**config.mk**
```make
export PLATFORM = sky130hd
export DESIGN_NAME = uart_tx_scheduler
export DESIGN_NICKNAME = d
export VERILOG_FILES = /design/src/rtl/uart_tx_scheduler.sv
export SDC_FILE = /design/constraint.sdc
export NUM_CORES = 1
export LEC_CHECK = 0
export ABC_CLOCK_PERIOD_IN_PS = 2660
export BUFFER_PORTS_ARGS = -buffer_cell sky130_fd_sc_hd__buf_4
export CAP_MARGIN = 20
export CORE_MARGIN = 2
export CORE_UTILIZATION = 30
export DETAILED_ROUTE_END_ITERATION = 8
export PLACE_DENSITY = 0.61
export SYNTH_ARGS = -nofsm -noshare
export SYNTH_HDL_FRONTEND = slang
export SYNTH_SLANG_ARGS = --single-unit
```
**constraint.sdc**
```tcl
create_clock -name sys_clk -period 2.66 [get_ports sys_clk]
set_clock_uncertainty 0.1 [all_clocks]
set_input_delay 0.399 -clock sys_clk [delete_from_list [all_inputs] [get_ports sys_clk]]
set_output_delay 0.399 -clock sys_clk [all_outputs]
set_load 0.1 [all_outputs]
```
**src/rtl/uart_tx_scheduler.sv**
```systemverilog
// Round-robin scheduler with packet lock that shares one uart_transmitter
// among N_REQ byte-stream requesters.
module uart_tx_scheduler #(
  parameter int N_REQ        = 4,
  parameter int IDW          = 2,
  parameter int LOCK_TIMEOUT = 255
) (
  input  logic                 sys_clk,
  input  logic                 rst,
  input  logic [N_REQ-1:0]     req_valid,
  input  logic [8*N_REQ-1:0]   req_data,
  input  logic [N_REQ-1:0]     req_last,
  output logic [N_REQ-1:0]     req_ready,
  output logic                 tx_en,
  output logic [7:0]           tx_data,
  input  logic                 uart_tx_busy,
  output logic [IDW-1:0]       grant_id,
  output logic                 locked
);

  localparam int CW = $clog2(LOCK_TIMEOUT + 1);

  typedef enum logic [1:0] {
    IDLE      = 2'd0,
    LAUNCH    = 2'd1,
    WAIT_BUSY = 2'd2,
    WAIT_DONE = 2'd3
  } state_t;

  state_t           state;
  state_t           state_next;
  logic [IDW-1:0]   rr_ptr;
  logic [CW-1:0]    lock_cnt;
  logic             last_q;

  logic [N_REQ-1:0] valid_rot;
  logic             owner_valid;
  logic             cand_found;
  logic [IDW-1:0]   cand;
  logic [7:0]       cand_data;
  logic             cand_last;
  logic             accept;
  logic [IDW-1:0]   grant_inc;

  function automatic logic [IDW-1:0] ptr_add(input logic [IDW-1:0] base, input int off);
    int sum;
    sum = int'(base) + off;
    if (sum >= N_REQ) begin
      sum = sum - N_REQ;
    end else begin
      sum = sum;
    end
    return IDW'(sum);
  endfunction

  // Bit k of valid_rot is requester (rr_ptr + k) mod N_REQ.
  assign valid_rot = N_REQ'({req_valid, req_valid} >> rr_ptr);
  assign grant_inc = ptr_add(grant_id, 1);
  assign accept    = (state == IDLE) && !uart_tx_busy && cand_found;

  always_comb begin
    owner_valid = 1'b0;
    cand_found  = 1'b0;
    cand        = '0;
    for (int i = 0; i < N_REQ; i++) begin
      owner_valid = (IDW'(i) == grant_id) ? req_valid[i] : owner_valid;
    end
    if (locked) begin
      cand_found = owner_valid;
      cand       = grant_id;
    end else begin
      for (int k = N_REQ - 1; k >= 0; k--) begin
        cand       = valid_rot[k] ? ptr_add(rr_ptr, k) : cand;
        cand_found = cand_found | valid_rot[k];
      end
    end
  end

  always_comb begin
    cand_data = 8'h00;
    cand_last = 1'b0;
    req_ready = '0;
    for (int i = 0; i < N_REQ; i++) begin
      cand_data    = (IDW'(i) == cand) ? req_data[8*i +: 8] : cand_data;
      cand_last    = (IDW'(i) == cand) ? req_last[i] : cand_last;
      req_ready[i] = accept && (IDW'(i) == cand);
    end
  end

  always_comb begin
    state_next = state;
    case (state)
      IDLE:      state_next = accept ? LAUNCH : IDLE;
      LAUNCH:    state_next = WAIT_BUSY;
      WAIT_BUSY: state_next = uart_tx_busy ? WAIT_DONE : WAIT_BUSY;
      WAIT_DONE: state_next = uart_tx_busy ? WAIT_DONE : IDLE;
      default:   state_next = IDLE;
    endcase
  end

  // Lock is released either by a last byte completing or by an owner that stays idle too long.
  always_ff @(posedge sys_clk) begin
    if (rst) begin
      state    <= IDLE;
      tx_en    <= 1'b0;
      tx_data  <= 8'h00;
      grant_id <= '0;
      locked   <= 1'b0;
      rr_ptr   <= '0;
      lock_cnt <= '0;
      last_q   <= 1'b0;
    end else begin
      state <= state_next;
      tx_en <= accept;
      if (accept) begin
        tx_data  <= cand_data;
        grant_id <= cand;
        last_q   <= cand_last;
        lock_cnt <= '0;
      end else if ((state == IDLE) && locked && !owner_valid) begin
        if (lock_cnt == CW'(LOCK_TIMEOUT - 1)) begin
          locked   <= 1'b0;
          rr_ptr   <= grant_inc;
          lock_cnt <= '0;
        end else begin
          lock_cnt <= lock_cnt + CW'(1);
        end
      end
      if ((state == WAIT_DONE) && !uart_tx_busy) begin
        locked <= !last_q;
        if (last_q) begin
          rr_ptr <= grant_inc;
        end
      end
    end
  end

endmodule

```
# Yosys cells after proc, flatten, opt, wreduce, memory -nomap -nowiden
# Index checks and enable logic that the tools add are counted.
# op_classes
mux	37
shifts	1
n_eq_ne	11
magnitude_cmp	5
add_sub_neg	10
reduce_logical	19
bitwise	3
# ops
op	n
$mux 8	5
$mux 2	16
$mux 1	15
$ge 3x3->1 const B	4
$sub 2x1->2 const B	5
$logic_and 1x1->1	9
$add 8x1->8 const B	1
$eq 2x2->1 const A	4
$eq 8x8->1 const B	1
$pmux 2 s4	1
$shr 8x2->4	1
$add 2x1->3 const B	2
$add 2x2->3 const B	2
$logic_not 2->1	3
$eq 1x2->1 const A	2
$eq 2x2->1 const B	2
$reduce_bool 2->1	2
$ge 2x3->1 const B	1
$logic_not 1->1	3
$or 1x1->1	3
$reduce_and 3->1	1
$eq 2x1->1 const B	1
$ne 2x1->1 const B	1
$reduce_or 2->1	1
# word_totals
inputBits	43
out_inout_bits	16
ff_bits	25
wordCells	94

# Logic depth before layout (Yosys ltp)
# logic_depth
depth_word	13
ltp_mapped	10
mapped_depth_nobuf	8

# Least setup slack after synthesis
# OpenSTA, ideal clock, no wires.
# synth_path
path_kind	register to output
start	register grant_id[1]
end	output req_ready[3]
path_stages_with_launch	10
required_ps	2161
arrival_ps	4097
slack_ps	-1936
path_buffers	2
cell_sequence	dfxtp_1 buf_2 inv_1 ha_1 nand3b_1 a221o_1 a21oi_2 clkbuf_1 nand2_1 nor2_1
# synth_between
elab_chain_cells	8
word_cells_on_any_way	13
cone_classes	4 x eq/ne; 6 x mux; 3 x reduce/logical
# synth_lines
element	line	text
start, declared	17	output logic [IDW-1:0] grant_id,
start signal, assigned	117	grant_id <= cand;
$logic_not 2->1	66	owner_valid = (IDW'(i) == grant_id) ? req_valid[i] : owner_valid;
$mux 1 (4 in a row)	66	
$mux 1	68	if (locked) begin
$logic_and 1x1->1	59	assign accept = (state == IDLE) && !uart_tx_busy && cand_found;
$logic_and 1x1->1 *	86	req_ready[i] = accept && (IDW'(i) == cand);
end, declared	13	output logic [N_REQ-1:0] req_ready,
# Mark *: on every way between the ends. The rest lies on a longest branch, timed or not.

# Final worst setup path
# Same ends and word-level chain as after synthesis.

==> results.ini <==
[status]
status = complete, no violations

[final_layout]
final_nets = 295
multi_input_area_mm2 = 0.00108
fill_cells = 522
seqCellArea_um2 = 508
postLayoutCoreUtil_pct = 44.7
diodes = 0
area_delta_synth_final_pct = 43.3
final_cell_area_mm2 = 0.00228
drive_gt1_share_pct = 36.3

[critical_path]
start_kind = flop
cp_data_arrival_time_ns = 2.05
crit_required_ns = 2.16
cp_max_fo = 5
worstSetupEndpointType = output port
crit_type = reg -> out

[timing]
period_needed_ns = 2.55
finalSetupViolations = 0
relSlewSlack_pct = 66.6
hold_viol = 0
post-route-period-util_pct = 95.8
fin_tns_setup_ns = 0
tightest_slew_ns = 0.501
grt_setup_unrepaired = false
slew_viol_final = 0
max_freq_mhz = 392

[die]
dieArea_mm2 = 0.00591
core_area_mm2 = 0.00511
start_util_pct = 31.2
design.portCount = 59
row_count = 26
die_w_um = 76.9
die_h_um = 76.9

[global_routing]
antenna_found_initial = 0
grt_max_degree = 20
grt_use_total_pct = 14.3
grt_pass1_wl_mm = 6.90
grt_pass1_vias = 1465
gr-total-overflow = 0

[logic_synthesis]
netlist_instances = 184
ys_warn_count = 0
yosysUniqueCellTypes = 40
yosys_most_used_dff = dfxtp_1
async_reset_ff_share_pct = 0
syn_area_per_cell_um2 = 8.66
synth-edff-count = 0
synth_seq_area_share_pct = 31.4
syn_area_mm2 = 0.00159
ys_ff_latch = 25
syn_nets = 233

[power_and_ir_drop]
p_seq_share_pct = 39.1
cellPowerDensity_mw_per_mm2 = 465
p_int_uw = 653
p_total_uw = 1060
vdd_drop_max_uv = 178
p_sw_uw = 408
clockPowerShare_pct = 21.6
swShare_pct = 38.5
leakage_uw = 0.000934
combPwrFrac_pct = 39.3

[cts]
cts-root-buf = clkbuf_8
clockBufferDepth = 2
cts_buffers = 3
cts.clk_slew.worst_paths_ns = 0.09
htreeDepth = 1
insertion_delay_ns = 0.27
cts_sinks = 25
cts_tree = yes

[detailed_routing]
avgViaCountPerCell = 4.90
routedWlPerCell_um = 13.2
drc = 0
first_pass_iters = 4
vias = 1543
postRouteAntennaNets = 0
drt_iter0_markers = 84
wirelength_mm = 4.16

[hold_path]
min_path_type = in -> reg

[placed_design]
port_buffers = 58
place.detailed.hpwl_mm = 3.18
postPlaceCellArea_mm2 = 0.00219
gp_congestion = 0.810

[job]
drv_cap = 0

repair_timing:
item / CTS / global route
gates resized for setup: 5 / 5
setup endpoints to repair: 2 / 3
gates cloned: 0 / 0
setup buffers: 0 / 2
hold buffers: 0 / 0
hold endpoints to repair: 0 / 0
pin swaps: 0 / 4
synthesized netlist by cell type (all sizes together) (3+ instances only):
cell	n	area share [%]
a211oi	9	4.2
a21oi	5	2.0
and2	3	1.2
and3	3	1.2
buf	5	2.3
clkbuf	5	1.2
dfxtp	25	31
ha	6	4.7
inv	5	1.2
mux2	9	6.4
mux2i	13	8.2
nand2	17	4.0
nand4	4	1.6
nor2	21	4.9
nor2b	3	1.2
nor3	3	0.94
o21ai	4	1.3
o221ai	9	4.9
o22ai	10	3.9
xor2	6	3.3
area by class of cell:
type	count	area share, %
multi-input cells	144	47.3
repair buffers	67	23.6
flip-flops and latches	25	22.2
well taps	70	3.83
clock buffers	3	1.81
inverters	5	0.931
clock inverters	1	0.274
power by group through the flow:
stage	logic, uW	clock network [uW]	registers [uW]
3_5_place_dp	406	0	424
6_report	417	229	415
3_3_place_gp	404	0	424
2_1_floorplan	161	0	551
5_1_grt	441	250	419
4_1_cts	410	239	415
worst paths after layout:
| check | from | endpoint | slack [ns] | cells past startpoint |
|---|---|---|---|---|
| worst max register to register | rr_ptr[1] | tx_data[2] | 0.39 | 7 |
| worst min-delay path | uart_tx_busy | state[0] | 0.28 | 3 |
| worst max-delay path | grant_id[1] | req_ready[3] | 0.11 | 9 |
| worst min register to register | lock_cnt[6] | lock_cnt[6] | 0.42 | 2 |
metrics by stage:
stage | setup WS, ns | hold slack, ns | std cells
finish | 0.111 | 0.282 | 315
global route | 0.0170 | 0.288 | 315
CTS | 0.0000142 | 0.276 | 313
detailed placement | 0.199 | 0.400 | 309
global placement | 0.241 | 0.391 | 309
floorplan | -0.291 | 0.371 | 184
layout by cell type (no fill, tap or decap), drive strengths merged, types with 5 or more instances in the layout:
cell type / n
buf: 67
dfxtp: 25
nor2: 21
o221ai: 9
nand2: 17
o22ai: 10
a211oi: 9
inv: 6
a21oi: 5
mux2: 9
mux2i: 13
ha: 6
xor2: 6
flip-flops by register name, summed over array words and instances (netlist names):
name	count
tx_en	1
tx_data	8
lock_cnt	8
locked	1
rr_ptr	2
grant_id	2
last_q	1
state	2
routing by layer:
| layer | GRT usage (%) | vias up | wire length, um |
|---|---|---|---|
| met5 | 0 | - | 0 |
| met2 | 23.7 | 38 | 2010 |
| met1 | 18.5 | 701 | 1930 |
| met4 | 5.45 | 0 | 40 |
| met3 | 2.24 | 2 | 174 |
| li1 | - | 802 | - |
kinds of logic after synthesis:
group,share of synthesized area [%]
simple gates,19.6
xor+xnor,3.85
compound gates,21.3
buf+inv,4.63
fa+ha+maj,4.71
mux,14.5
flops,31.4
worst max-delay path, stage by stage, from the launching register on:
cell	delay, ns
dfxtp_4	0.38
inv_4	0.04
ha_4	0.14
nand3b_1	0.15
a221o_1	0.35
a21oi_4	0.22
buf_6	0.15
nand2_4	0.05
nor2_4	0.12
buf_12	0.18
No activity file was read; power rests on OpenSTA's default activity.
